File: src/rtl/lap_mem_ctrl.sv
// lap_mem_ctrl: sequences lap capture, playback reads and clear sweep on the lap-result memory
module lap_mem_ctrl #(
  parameter int DEPTH        = 10,
  parameter int AW           = 4,
  parameter int DW           = 24,
  parameter int SCROLL_TICKS = 50_000_000
) (
  input  logic          clk,
  input  logic          reset,
  input  logic          lap_req,
  input  logic [DW-1:0] time_in,
  input  logic          view_req,
  input  logic          next_req,
  input  logic          auto_en,
  input  logic          clear_req,
  output logic [AW-1:0] mem_addr,
  output logic [DW-1:0] mem_wrdata,
  output logic          mem_we,
  input  logic [DW-1:0] mem_rddata,
  output logic          view,
  output logic [AW-1:0] view_addr,
  output logic [DW-1:0] disp_data,
  output logic [AW:0]   lap_count,
  output logic          full,
  output logic          overflow,
  output logic          busy
);
  localparam int TW = $clog2(SCROLL_TICKS);
  localparam int CW = AW + 1;
  typedef enum logic [1:0] {IDLE, VIEW, CLEAR} state_t;
  state_t state, state_n;
  logic [TW-1:0] timer;
  logic rd_pend, rd_iss, rd_val;
  logic lap_ok, lap_ovf, tick, step, enter, rd_want, clr_done;
  logic [AW:0] cnt_eff;
  logic [AW-1:0] va_n;
  assign view = state == VIEW;
  assign busy = state == CLEAR;
  // request decode, playback address stepping and next state
  always_comb begin
    lap_ok   = lap_req && state != CLEAR && !clear_req && !full;
    lap_ovf  = lap_req && state != CLEAR && !clear_req && full;
    cnt_eff  = lap_count + CW'(lap_ok);
    tick     = auto_en && timer == TW'(SCROLL_TICKS - 1);
    step     = state == VIEW && !view_req && !clear_req && (next_req || tick);
    enter    = state == IDLE && view_req && !clear_req && cnt_eff != '0;
    clr_done = state == CLEAR && mem_addr == AW'(DEPTH - 1);
    va_n     = enter ? '0 :
               step  ? (({1'b0, view_addr} + 1'b1 >= cnt_eff) ? '0 : view_addr + 1'b1) :
               view_addr;
    rd_want  = enter || step || rd_pend;
    state_n  = state == CLEAR ? (clr_done ? IDLE : CLEAR) :
               clear_req ? CLEAR :
               enter ? VIEW :
               (state == VIEW && view_req) ? IDLE : state;
  end
  // state register
  always_ff @(posedge clk or negedge reset)
    if (!reset) state <= IDLE;
    else state <= state_n;
  // memory port sequencing, lap bookkeeping, scroll timer and playback latch
  always_ff @(posedge clk or negedge reset) begin
    if (!reset) begin
      timer      <= '0;
      rd_pend    <= 1'b0;
      rd_iss     <= 1'b0;
      rd_val     <= 1'b0;
      mem_addr   <= '0;
      mem_wrdata <= '0;
      mem_we     <= 1'b0;
      view_addr  <= '0;
      disp_data  <= '0;
      lap_count  <= '0;
      full       <= 1'b0;
      overflow   <= 1'b0;
    end else begin
      timer  <= (state != VIEW || state_n != VIEW || !auto_en || next_req || step) ? '0 : timer + 1'b1;
      rd_iss <= 1'b0;
      rd_val <= rd_iss;
      if (rd_val && state != CLEAR) disp_data <= mem_rddata;
      if (state == CLEAR || clear_req) begin
        mem_we     <= !clr_done;
        mem_wrdata <= '0;
        mem_addr   <= (state == CLEAR && !clr_done) ? mem_addr + 1'b1 : '0;
        rd_pend    <= 1'b0;
        if (clr_done) begin
          lap_count <= '0;
          full      <= 1'b0;
          overflow  <= 1'b0;
          view_addr <= '0;
          disp_data <= '0;
        end
      end else begin
        view_addr <= va_n;
        lap_count <= cnt_eff;
        full      <= cnt_eff == CW'(DEPTH);
        overflow  <= overflow | lap_ovf;
        mem_we    <= lap_ok;
        if (lap_ok) begin
          mem_addr   <= lap_count[AW-1:0];
          mem_wrdata <= time_in;
          rd_pend    <= rd_want && state_n == VIEW;
        end else begin
          rd_pend <= 1'b0;
          if (rd_want && state_n == VIEW) begin
            mem_addr <= va_n;
            rd_iss   <= 1'b1;
          end
        end
      end
    end
  end
endmodule
File: config.mk
export PLATFORM = sky130hd
export DESIGN_NAME = lap_mem_ctrl
export DESIGN_NICKNAME = d
export VERILOG_FILES = /design/src/rtl/lap_mem_ctrl.sv
export SDC_FILE = /design/constraint.sdc
export NUM_CORES = 1
export LEC_CHECK = 0
export ABC_AREA = 1
export ABC_CLOCK_PERIOD_IN_PS = 3150
export CORE_UTILIZATION = 34
export DETAILED_ROUTE_END_ITERATION = 6
export GPL_TIMING_DRIVEN = 0
export PLACE_DENSITY_LB_ADDON = 0.2
export SYNTH_ARGS = -nofsm -noshare
export SYNTH_HDL_FRONTEND = slang
export SYNTH_SLANG_ARGS = --single-unit
export TNS_END_PERCENT = 50
File: constraint.sdc
create_clock -name clk -period 3.15 [get_ports clk]
set_input_delay 0.63 -clock clk [delete_from_list [all_inputs] [get_ports clk]]
set_output_delay 0.63 -clock clk [all_outputs]
set_load 0.01 [all_outputs]
After elaboration in Yosys (flattened, before gate mapping). Cells that the tools add are included.

Reductions and logical operators: 33. Divide/modulo/power cells: 0. Add/sub/neg operators: 5. Muxes and demuxes: 31. Equal/unequal tests: 10. Bitwise logic cells: 1. $lt $le $gt $ge: 1. Multipliers: 0. Shift-type cells: 0.

Operator list (number): 2-to-1 mux 24 bit (5); 2-to-1 mux 4 bit (9); adder 26 x 1 -> 26 bit (second input constant) (1); == test 26 bit (second input constant) (1); 2-to-1 mux 26 bit (1); logical AND 1 bit (16); 2-to-1 mux 2 bit (5); 2-to-1 mux 5 bit (2); 2-to-1 mux 1 bit (9); adder 4 x 1 -> 4 bit (second input constant) (2); logical OR 1 bit (8); adder 4 x 1 -> 5 bit (second input constant) (1); adder 5 x 1 -> 5 bit (1); == test 5 x 4 -> 1 bit (second input constant) (1); greater-or-equal comparator 5 bit (1); zero test 1 bit (5); nonzero test 5 bit (1); == test 2 x 1 -> 1 bit (second input constant) (2); == test 4 bit (second input constant) (1); inequality test 2 x 1 -> 1 bit (second input constant) (2); inequality test 2 bit (second input constant) (2); nonzero test 3 bit (1); == test 2 bit (second input constant) (1); zero test 2 bit (1); other kinds (2) (2).

Output and inout port bits: 66. Bits in latches: 0. Logic and storage cells: 94. Register bits after elaboration: 95. Bits of input ports: 55. Memory bits (read-only): 0. Memory bits (writable): 0. Memories kept: 0.

Longest topological paths before layout.
Depth in word-level cells: 16. Depth in mapped cells: 22. Mapped depth without buffers: 21.

Least setup slack after synthesis. No wires, ideal clock.

Path type: input-to-reg. Start point: in clear_req. End point: reg mem_addr[3]. Slack: 0.211 ns. Stages on the path: 19. Buffers on the path: 1. Arrival time: 2.874 ns. Data required time: 3.085 ns. Cells stage by stage: inv_2 > nand2_8 > inv_2 > nand3_2 > inv_2 > buf_2 > ha_1 > nand3_1 > xor2_1 > ha_1 > nand2_1 > nand2_1 > a21oi_1 > nand3_1 > nand3_1 > nand4_1 > nand2_1 > nand2_1 > nand2_1.

Cells in the longest elaborated chain, start to end: 12. Elaborated cells between the ends (all ways): 25. Classes of those cells: add/sub: 1; order compare: 1; eq/ne: 1; mux: 9; reduce/logical: 13.

RTL lines: start: declaration (RTL line 15) `input logic clear_req,`; parallel branches: the longest is 12 deep, another holds adder 5 x 1 -> 5 bit; end signal: assignment (RTL line 84) `mem_addr <= (state == CLEAR && !clr_done) ? mem_addr + 1'b1 : '0;`; end signal: assignment (RTL line 100) `mem_addr <= lap_count[AW-1:0];`; end signal: assignment (RTL line 106) `mem_addr <= va_n;`; end: declaration (RTL line 16) `output logic [AW-1:0] mem_addr,`.

Parallel ways; which one is timed is not known. The select of a mux whose other input is x is not followed. A chain may end at the register's enable or synchronous reset.

Worst setup path after layout.
Start point: reg state[1]. End point: reg mem_addr[1].

Cells in the longest elaborated chain, start to end: 13. Elaborated cells between the ends (all ways): 38. Classes of those cells: add/sub: 1; order compare: 1; eq/ne: 4; mux: 12; reduce/logical: 20.

RTL lines: start: declaration (RTL line 31) `state_t state, state_n;`; start signal: assignment (RTL line 60) `else state <= state_n;`; parallel branches: the longest is 13 deep, another holds adder 5 x 1 -> 5 bit.

Parallel ways; which one is timed is not known. The select of a mux whose other input is x is not followed.

==> impl_results.md <==
- Outcome: completed
- Setup repair after global routing missed its margin: no
- Die ar.: 0.0141 mm²
- Slew Viols, Final: 0
- Initial Utilization: 34.9%
- Routing usage on met2: 29.3%
- Num Clock Sinks: 95
- Tightest Hold Check Type: input pin to asynchronous set/reset pin
- Rows: 42
- Post-Syn Area per Cell: 9.07 µm²
- Maximum clock path buffer count: 2
- Port bufs: 120
- Crit path DAT: 3.19 ns
- Clk_skew: 0.00815 ns
- Top post-synthesis cells by area: dfrtp_1, nand2_1, a22o_1
- End point of the critical path: mem_addr[1]
- Synth Area in Adders: 2.96%
- Clock Tree Root: clkbuf_16
- 1st-iter DRT viols: 209
- Largest net degree at the start of global routing: 62
- Synthesized netlist cell count: 512
- Origin of the critical flop-to-flop path: state[1]
- XOR/XNOR share of the synthesized area: 3.96%
- Crit path depth: 18
- GRT Total Usage: 17.4%
- Worst Tran Pin Value: 0.517 ns
- I/O Pins: 121
- Hold Buf Count CTS: 0
- Share of cells above drive strength 1: 9.68%
- GR Util met1: 21.7%
- Die height: 119 µm
- Synth Flop Type: dfrtp_1
- Synth-to-Final Area Change: 39.3%
- Startpoint Class: flip-flop
- Worst skew pair latency: 0.35 ns
- Routed WL: 11900 µm
- First-pass GRT wire length: 19600 µm
- Top Family by Delay on Critical Path: simple AND/OR/NAND/NOR gates
- Total CTS buffers: 9
- H-Tree Level Count: 3
- Critical path's slowest cell: dfrtp_2
- Layout Nets: 712
- Critical Path Source: state[1]
- Mapped Nets: 578
- Yosys top cell area share: 51.2%
- Pleak: 2.74 nW
- Minimum clock period: 2.94 ns
- Synth async-reset ratio: 100%
- Busiest grt layer: met2
- Simple-gate portion of the synthesized area: 26.7%
- Post-synthesis register bit count: 95
- CP Data Required Time: 3.40 ns
- # fillers: 1261
- Critical R2R Capture: mem_addr[1]
- Post-synthesis mux area share: 0%
- Crit. End Element: flip-flop
- PD cells: 682 mW/mm²
- Area leader, netlist: dfrtp_1
- Vias in the first global route: 3976
- Fin util: 48.7%
- Final setup violation count: 0
- Final hold violations: 0
- Crit-path cells: nand2_4, nand2_8, inv_2, nand3_2, clkinv_4, ha_1, nand2_1, o21ai_1, nand2_1, ha_1, and3_1, nand2_1, nand3_1, nand3_1, nand4_1, nand2_1, nand2_1, nand2_1
- Grt met3 use: 5.65%
- Crit path top cell by count: nand2_1
- Vias/cell: 4.86
- Final period util: 93.3%
- Seq/Total Area, Yosys: 51.2%
- Yosys warns: 0
- Antenna Nets Post-Route: 0
- Gpl congestion: 0.895
- Combinational family with the most area after synthesis: simple AND/OR/NAND/NOR gates
- # DRC: 0
- Final Power: 4.41 mW
- Buf/Inv on CP: 2
- Slew margin rel.: 65.2%
- VDD IR-drop max: 0.319 mV
- Ant diodes: 0
- Critical path's largest stage delay: 0.47 ns
- Max_cap viols: 0
- CTS tree: done
- DR vias: 4022
- Initial antenna violation count: 0
- Total grt overflow: 0
- Die Span X: 119 µm
- Worst-path fanout max: 8
- Wire length per cell: 14.4 µm
- Cell variety after synth: 40
- Cell area after synthesis: 0.00464 mm²
- Clock transition at the registers of the reported paths: 0.07 ns
- Synth Area in Compound Gates: 10.2%
- Detailed placement HPWL: 8830 µm
- R2R depth: 18
- Peak Freq: 340 MHz
- Post-synth EDFFs: 0
- Crit path kind: flip-flop to flip-flop
- TritonRoute pass-1 iters: 4
- Area of the multi-input gates: 0.00205 mm²
- Register area: 0.00238 mm²
- Reg-to-reg slack, setup: 0.21 ns
- Core area: 0.0133 mm²
[sequential cells by signal, indices dropped and copies added (netlist names), 2 cells and up]
signal / count
timer: 26
disp_data: 24
mem_wrdata: 24
lap_count: 5
mem_addr: 4
view_addr: 4
state: 2
[power by group]
part	leakage, nW	switching (mW)	internal (mW)	total [mW]
Clock	0.162	0.470	0.798	1.27
Combinational	1.28	0.713	0.762	1.48
Sequential	1.29	0.204	1.47	1.67
Total	2.74	1.39	3.03	4.41
[cells by family after synthesis]
family | Yosys count
compound gates | 73
simple gates | 255
buf+inv | 57
flops | 95
fa+ha+maj | 11
xor+xnor | 21
[cells in the final DEF (no fill, tap or decap), drive strengths merged]
cell type / instances
clkbuf: 16
nor4b: 1
o22ai: 3
nand4: 16
nand3b: 1
nor3b: 4
xnor2: 3
a21oi: 32
and3: 1
buf: 14
clkinv: 1
nand3: 25
o21ai: 12
a31oi: 1
nor4: 6
bufinv: 3
inv: 42
xor2: 18
dfrtp: 95
ha: 11
nor3: 10
nor2: 58
o21a: 1
clkinvlp: 2
clkdlybuf4s50: 118
nand2: 133
a22o: 24
[worst register-to-register path, cell delays in order (launching register included)]
cell and delay, ns:
dfrtp_2 0.47, nand2_4 0.15, nand2_8 0.10, inv_2 0.14, nand3_2 0.15, clkinv_4 0.11
ha_1 0.16, nand2_1 0.09, o21ai_1 0.16, nand2_1 0.15, ha_1 0.34, and3_1 0.15
nand2_1 0.11, nand3_1 0.11, nand3_1 0.12, nand4_1 0.14, nand2_1 0.07, nand2_1 0.07
nand2_1 0.05
[cell type report]
type | count | area share, %
flip-flops and latches | 95 | 36.8
multi-input cells | 360 | 31.7
clock inverters | 5 | 1.62
inverters | 43 | 2.57
repair buffers | 124 | 19.2
plain buffers | 13 | 0.986
well taps | 176 | 3.40
clock buffers | 11 | 3.75
[metal layers]
metal  wire length [µm]  up-vias
met5                  0        -
met4                131        0
met3                682       10
met2               5810      106
met1               5250     1950
li1                   -     1956
[synth_stat cells (all sizes together) (6+ instances only)]
library cell  instances
ha                   11
dfrtp                95
buf                  10
o21ai                12
nand3                25
a21oi                32
nor4                  6
nor3                 10
nand4                16
inv                  43
nand2               133
a22o                 24
xor2                 18
nor2                 58
[stage by stage]
step	cells	hold WS (ns)	TNS (ns)	setup WS [ns]	cell area, µm²
floorplan	512	0.331	0	0.211	4640
global placement	808	0.336	-218.10	-2.22	6070
detailed placement	809	0.339	-8.64	-0.995	6090
CTS	824	0.240	0	0.00263	6450
global route	827	0.265	0	0.0377	6470
finish	827	0.230	0	0.210	6470
[how the worst min path moves through the flow]
stage	depth (start not counted)	to	slack [ns]	startpoint
after detailed placement	0	rd_val	0.34	rd_iss
after CTS	1	timer[15]	0.24	reset
after global routing	1	timer[15]	0.26	reset
after floorplan	0	disp_data[0]	0.33	reset
after global placement	0	rd_val	0.34	rd_iss
final	1	timer[15]	0.23	reset
[what timing repair did]
item                                    CTS  global route
resized for setup                         5             4
endpoints found under the setup margin   10             8
cloned                                    0             0
hold endpoints to repair                  0             0
setup buffers                             0             3
(Power assumes the default switching activity.)
